<file path="config.mk">
export PLATFORM = sky130hd
export DESIGN_NAME = nw_seq_loader
export DESIGN_NICKNAME = d
export VERILOG_FILES = /design/src/rtl/nw_seq_loader.sv
export SDC_FILE = /design/constraint.sdc
export NUM_CORES = 1
export LEC_CHECK = 0
export BUFFER_PORTS_ARGS = -buffer_cell sky130_fd_sc_hd__buf_2
export CAP_MARGIN = 10
export CORE_ASPECT_RATIO = 0.5
export CORE_MARGIN = 2
export CORE_UTILIZATION = 48
export CTS_CLUSTER_SIZE = 10
export DETAILED_ROUTE_END_ITERATION = 16
export HOLD_SLACK_MARGIN = 0.15
export PLACE_DENSITY = 0.85
export SLEW_MARGIN = 10
export SYNTH_ARGS = -nofsm -noshare
export SYNTH_HDL_FRONTEND = slang
export SYNTH_SLANG_ARGS = --single-unit
</file>
<file path="constraint.sdc">
create_clock -name clk -period 2.7 [get_ports clk]
set_input_delay 0.135 -clock clk [delete_from_list [all_inputs] [get_ports clk]]
set_output_delay 0.135 -clock clk [all_outputs]
set_load 0.005 [all_outputs]
</file>
<file path="src/rtl/nw_seq_loader.sv">
// Needleman-Wunsch grid front-end: streams chars into s1/s2, sequences grid reset, returns score.
// One char per cycle when in_valid; result held on res_* until res_ready, no new chars meanwhile.
module nw_seq_loader #(
    parameter int LENGTH      = 10,
    parameter int CWIDTH      = 2,
    parameter int SWIDTH      = 16,
    parameter int CNT_WIDTH   = 16,
    parameter int TIMEOUT     = 1024,
    parameter int HOLD_CYCLES = 2
) (
    input  logic                     clk,
    input  logic                     reset,
    input  logic                     in_valid,
    output logic                     in_ready,
    input  logic [CWIDTH-1:0]        in_char,
    output logic [LENGTH*CWIDTH-1:0] s1,
    output logic [LENGTH*CWIDTH-1:0] s2,
    output logic                     grid_reset,
    input  logic                     grid_valid,
    input  logic [SWIDTH-1:0]        grid_score,
    output logic                     res_valid,
    input  logic                     res_ready,
    output logic [SWIDTH-1:0]        res_score,
    output logic [CNT_WIDTH-1:0]     res_cycles,
    output logic                     res_err,
    output logic                     busy
);

    localparam int SW  = LENGTH * CWIDTH;
    localparam int CCW = $clog2(LENGTH + 1);
    localparam int HCW = $clog2(HOLD_CYCLES + 1);

    localparam logic [CCW-1:0]       LAST_CHAR = CCW'(LENGTH - 1);
    localparam logic [HCW-1:0]       LAST_HOLD = HCW'(HOLD_CYCLES - 1);
    localparam logic [CNT_WIDTH-1:0] RUN_LAST  = CNT_WIDTH'(TIMEOUT - 1);
    localparam logic [CNT_WIDTH-1:0] RUN_SAT   = CNT_WIDTH'(TIMEOUT);

    typedef enum logic [2:0] {
        LOAD_S1,
        LOAD_S2,
        HOLD,
        RUN,
        DONE
    } state_t;

    state_t               state;
    logic [CCW-1:0]       char_cnt;
    logic [HCW-1:0]       hold_cnt;
    logic [CNT_WIDTH-1:0] run_cnt;
    logic                 accept;

    // Combinational so the loader is ready in the first cycle after reset release.
    assign in_ready = !reset && ((state == LOAD_S1) || (state == LOAD_S2));
    assign accept   = in_valid && in_ready;

    always_ff @(posedge clk or posedge reset) begin
        if (reset) begin
            state      <= LOAD_S1;
            char_cnt   <= '0;
            hold_cnt   <= '0;
            run_cnt    <= '0;
            s1         <= '0;
            s2         <= '0;
            grid_reset <= 1'b1;
            res_valid  <= 1'b0;
            res_score  <= '0;
            res_cycles <= '0;
            res_err    <= 1'b0;
            busy       <= 1'b0;
        end else begin
            case (state)
                LOAD_S1: begin
                    if (accept) begin
                        s1 <= {s1[SW-CWIDTH-1:0], in_char};
                        if (char_cnt == LAST_CHAR) begin
                            char_cnt <= '0;
                            state    <= LOAD_S2;
                        end else begin
                            char_cnt <= char_cnt + CCW'(1);
                        end
                    end
                end

                LOAD_S2: begin
                    if (accept) begin
                        s2 <= {s2[SW-CWIDTH-1:0], in_char};
                        if (char_cnt == LAST_CHAR) begin
                            char_cnt <= '0;
                            hold_cnt <= '0;
                            busy     <= 1'b1;
                            state    <= HOLD;
                        end else begin
                            char_cnt <= char_cnt + CCW'(1);
                        end
                    end
                end

                // Grid sees stable strings under reset for HOLD_CYCLES before release.
                HOLD: begin
                    hold_cnt <= hold_cnt + HCW'(1);
                    if (hold_cnt == LAST_HOLD) begin
                        run_cnt    <= '0;
                        grid_reset <= 1'b0;
                        state      <= RUN;
                    end
                end

                RUN: begin
                    if (run_cnt != RUN_SAT) begin
                        run_cnt <= run_cnt + CNT_WIDTH'(1);
                    end
                    // Completion beats timeout when both land in the same cycle.
                    if (grid_valid) begin
                        res_score  <= grid_score;
                        res_cycles <= run_cnt;
                        res_err    <= 1'b0;
                        res_valid  <= 1'b1;
                        grid_reset <= 1'b1;
                        busy       <= 1'b0;
                        state      <= DONE;
                    end else if (run_cnt == RUN_LAST) begin
                        res_score  <= '0;
                        res_cycles <= RUN_SAT;
                        res_err    <= 1'b1;
                        res_valid  <= 1'b1;
                        grid_reset <= 1'b1;
                        busy       <= 1'b0;
                        state      <= DONE;
                    end
                end

                DONE: begin
                    if (res_valid && res_ready) begin
                        res_valid <= 1'b0;
                        char_cnt  <= '0;
                        state     <= LOAD_S1;
                    end
                end

                default: begin
                    grid_reset <= 1'b1;
                    busy       <= 1'b0;
                    state      <= LOAD_S1;
                end
            endcase
        end
    end

endmodule

</file>
; Yosys cells after proc, flatten, opt, wreduce, memory -nomap -nowiden
; Index checks and enable logic that the tools add are counted.
[totals]
reg_bits = 101
[op_classes]
reduce_logical = 24
bitwise = 2
eq_ne = 17
muxes = 35
add_sub_neg = 3
[ops]
columns = operator, n
row1 = two-way mux 16 bit, 6
row2 = case mux 16 bit (2 select lines), 1
row3 = two-way mux 3 bit, 8
row4 = adder 16 x 1 -> 16 bit (second input constant), 1
row5 = == test 16 x 10 -> 1 bit (second input constant), 1
row6 = inequality test 16 x 11 -> 1 bit (second input constant), 1
row7 = case mux 3 bit (5 select lines), 1
row8 = AND reduction 3 bit, 5
row9 = two-way mux 4 bit, 3
row10 = inequality test 2 bit (second input constant), 5
row11 = nonzero test 2 bit, 5
row12 = two-way mux 1 bit, 9
row13 = case mux 4 bit (2 select lines), 1
row14 = AND reduction 7 bit, 1
row15 = == test 3 x 2 -> 1 bit (second input constant), 2
row16 = inequality test 2 x 1 -> 1 bit (second input constant), 3
row17 = case mux 1 bit (3 select lines), 2
row18 = AND reduction 2 bit, 3
row19 = OR reduction 3 bit, 2
row20 = adder 4 x 1 -> 4 bit (second input constant), 1
row21 = == test 4 bit (second input constant), 1
row22 = two-way mux 2 bit, 2
row23 = case mux 2 bit (2 select lines), 1
row24 = AND reduction 4 bit, 1
row25 = other kinds (12), 15

; Depth between registers and ports, before layout
[logic_depth]
ltp_word = 6
ltp_mapped = 7

; Worst setup path before layout
; Ideal clock, no wire load.
[synth_path]
path_kind = input -> register
startpoint = input reset
endpoint = register s2[0]
setup_slack_ps = -542
stages = 4
setup_ps = 125
arrival_ps = 3118
path_cell_list = inv_1 -> nand4_1 -> clkbuf_1 -> mux2_2
[synth_between]
elab_chain_cells = 4
[synth_rtl]
columns = element, line
row1 = from (decl), 12  ; input logic reset,
row2 = zero test 1 bit (no line), -
row3 = logical AND 1 bit, 53  ; assign in_ready = !reset && ((state == LOAD_S1) || (state == LOAD_S2));
row4 = logical AND 1 bit, 54  ; assign accept = in_valid && in_ready;
row5 = AND reduction 2 bit (no line), -
row6 = to (signal assigned), 86  ; s2 <= {s2[SW-CWIDTH-1:0], in_char};
row7 = to (decl), 17  ; output logic [LENGTH*CWIDTH-1:0] s2,
; No other way between the ends.
; A chain may end at the register's enable or synchronous reset.

; Final worst setup path
[layout_path]
startpoint = register run_cnt[12]
endpoint = register res_score[12]
[layout_between]
elab_chain_cells = 3
[layout_rtl]
columns = element, line
row1 = from (decl), 49  ; logic [CNT_WIDTH-1:0] run_cnt;
row2 = from (signal assigned), 110  ; run_cnt <= run_cnt + CNT_WIDTH'(1);
row3 = == test 16 x 10 -> 1 bit, 121  ; end else if (run_cnt == RUN_LAST) begin
row4 = nonzero test 2 bit (no line), -
row5 = AND reduction 2 bit (no line), -
row6 = to (signal assigned), 114  ; res_score <= grid_score;
row7 = to (decl), 23  ; output logic [SWIDTH-1:0] res_score,
; No other way between the ends.

==> results.md <==
* Status: complete, no violations
* RSZ-0062 raised after global routing: false
* First-pass GRT wire length at 15.1 mm
* Power, Total at 3300 uW
* Synth area leaders: dfrtp_1 59%, mux2_2 11%, a22o_1 6.4%, nand2_1 2.5%, nor2_1 1.9%
* Detailed Routing Iterations Pass 1 at 5
* Die area at 0.00965 mm2
* CP Capture Type: register
* Syn_area_per_cell at 12.2 um2
* Antenna cell count at 0
* Post-DR wirelength/cell at 15.9 um
* Fin Clk Skew at 0.00915 ns
* Critical Path Max Stage Delay at 0.58 ns
* Critical Path RT at 2.91 ns
* Asr flop ratio synth at 100%
* Pwr/cell area at 610 mW/mm2
* Layout cells sized above 1 at 37.0%
* Initial antenna violation count at 0
* # DRC at 0
* Chip height at 70.5 um
* Vias in the first global route at 3076
* Num rows at 24
* Kind of critical path: reg2reg
* Startpoint Class: register
* Number of distinct library cells after synthesis at 43
* Hold_ws at 0.301 ns
* Worst-path cell with the longest stage delay: or4_4
* Routed WL at 9.39 mm
* Final antenna-violating net count at 0
* CTS Buf Count at 9
* PortBufs at 99
* Setup violations, final at 0
* Seq/Total Area, Yosys at 59.6%
* Final Hold Fails at 0
* Clock latency on the worst-skew pair at 0.34 ns
* Fill cells at 680
* Period utilisation layout at 85.0%
* TritonCTS clock tree: built
* Grt total ovfl at 0
* Yosys top cell by area: dfrtp_1
* Max Slew Vio Count at 0
* Top-count cell post-synth: dfrtp_1
* Dpl hpwl at 6.15 mm
* Max Cap Violations at 0
* First DRT Iteration DRCs at 260
* Max rail drop VDD at 0.000472 V
* Ports at 100
* Hold Crit Class: in2reg
* Worst Tran Pin Value at 0.797 ns
* Post-Syn Nets at 376
* Worst-path clk slew at 0.07 ns
* Routed vias at 3164
* Num Clock Sinks at 101
* DR vias/cell at 5.36
* Starting Density at 49.0%
* Pleak at 0.00281 uW
* GPL Wtd Cong at 0.896
* # Post-CTS Setup Buffers at 0
* Max FO, Critical Path at 33
* Area Growth Syn to Fin at 27.8%
* Max H-tree Level at 3
* Clock Path Buffers at 2
* Final non-filler cell total at 590
* CTS resizes at 0
* Yosys top cell area share at 59.0%
* Overall routing resource usage at 20.1%
* CP bufs+invs at 0
* Pin count of the biggest net entering global routing at 56
* Placed cells at 554
* Most frequent cells after synthesis: 100 x dfrtp_1, 40 x mux2_2, 31 x a22o_1
* Max frequency at 436 MHz
* Die width at 137 um
* Crit path DAT at 2.51 ns
* Clock root buffer: clkbuf_16
* Worst slew margin at 46.4%
* Yosys reg bits at 101
* Fin crit period at 2.30 ns
* Core area at 0.00865 mm2
* Cell Area, Synth at 0.00424 mm2
* TNS Setup at 0 ns
* Number of synthesized flops with an enable pin at 0
* Crit-path cells: or4_4, nor2_1, a31o_2, nand2_2, a22o_1
* Final nets at 496
* Synthesis warning total at 0
* Mapped Cells at 348
* Worst path top cell family by delay: simple AND/OR/NAND/NOR gates
* Top FF cell, synth: dfrtp_1
[worst min-delay path, cell delays in order]
cell	delay, ns
buf_2	0.12
and2_1	0.24
a21oi_1	0.11
[final timing paths]
path / slack (ns) / depth (start not counted) / from / end
worst max-delay path: 0.40 / 5 / run_cnt[12] / res_score[12]
worst min-delay path: 0.30 / 3 / grid_valid / res_cycles[10]
worst max register to register: 0.40 / 5 / run_cnt[12] / res_score[12]
worst min register to register: 0.50 / 1 / res_cycles[0] / res_cycles[0]
max in group asynchronous: 1.62 / 4 / reset / res_cycles[2]
min in group asynchronous: 0.58 / 4 / reset / res_score[12]
[where the power goes]
part           total, uW  internal [uW]  switching (uW)
sequential          1610           1570            43.5
clock               1480            936             545
combinational        208            116            92.2
total               3300           2620             680
[sequential cells by signal, indices dropped and copies added, names as in the netlist]
name and flops:
run_cnt 16, res_valid 1, res_err 1, hold_cnt 2, s1 20, grid_reset 1, busy 1, res_cycles 16
res_score 16, state 3, s2 20, char_cnt 4
[cell type report]
| class | instances | area, um2 | share of cell area [%] |
|---|---|---|---|
| timing repair buffer | 126 | 748 | 13.8 |
| inverter | 10 | 41.3 | 0.762 |
| clock inverter | 5 | 108 | 1.99 |
| tap | 117 | 146 | 2.70 |
| sequential | 101 | 2530 | 46.7 |
| clock buffer | 11 | 243 | 4.48 |
| multi-input combinational | 220 | 1600 | 29.6 |
[layout by cell type (no fill, tap or decap), drive strengths merged, types with 10 or more instances in the layout]
master       count
a22o            32
o21ai           16
dfrtp          100
clkbuf          11
mux2            41
nand2           29
buf            106
inv             10
nor2            22
dlygate4sd3     20
[stage by stage]
| step | instance area [um2] | setup slack [ns] | util, % |
|---|---|---|---|
| floorplan | 4250 | 0.0197 | - |
| global route | 5420 | 0.300 | 62.6 |
| global placement | 4870 | 0.498 | 56.3 |
| CTS | 5420 | 0.455 | 62.6 |
| detailed placement | 4870 | 0.450 | 56.3 |
| finish | 5420 | 0.404 | 62.6 |
[cells by family (layout without fill, tap and decap cells)]
logic type / count (synthesis) / after routing / share of synthesized area (%)
fa+ha+maj: 5 / 5 / 1.48
compound gates: 75 / 75 / 13.2
mux: 41 / 41 / 11.0
simple gates: 95 / 95 / 11.3
flops: 101 / 101 / 59.6
buf+inv: 27 / 152 / 2.57
xor+xnor: 4 / 4 / 0.826
[layer usage]
layer  share of wire (%)  track usage (%)  up-vias
met5                   0                0        -
met2                  48             32.1       93
met4                 1.9             6.30        0
li1                    -                -     1499
met3                 6.4             6.75       15
met1                  44             26.1     1557
[what timing repair did]
| item | in CTS | in global routing |
|---|---|---|
| endpoints found under the hold margin | 122 | 0 |
| endpoints found under the setup margin | 0 | 0 |
| hold buffers | 20 | 0 |
Note: power is estimated with default switching activity, not from simulation.
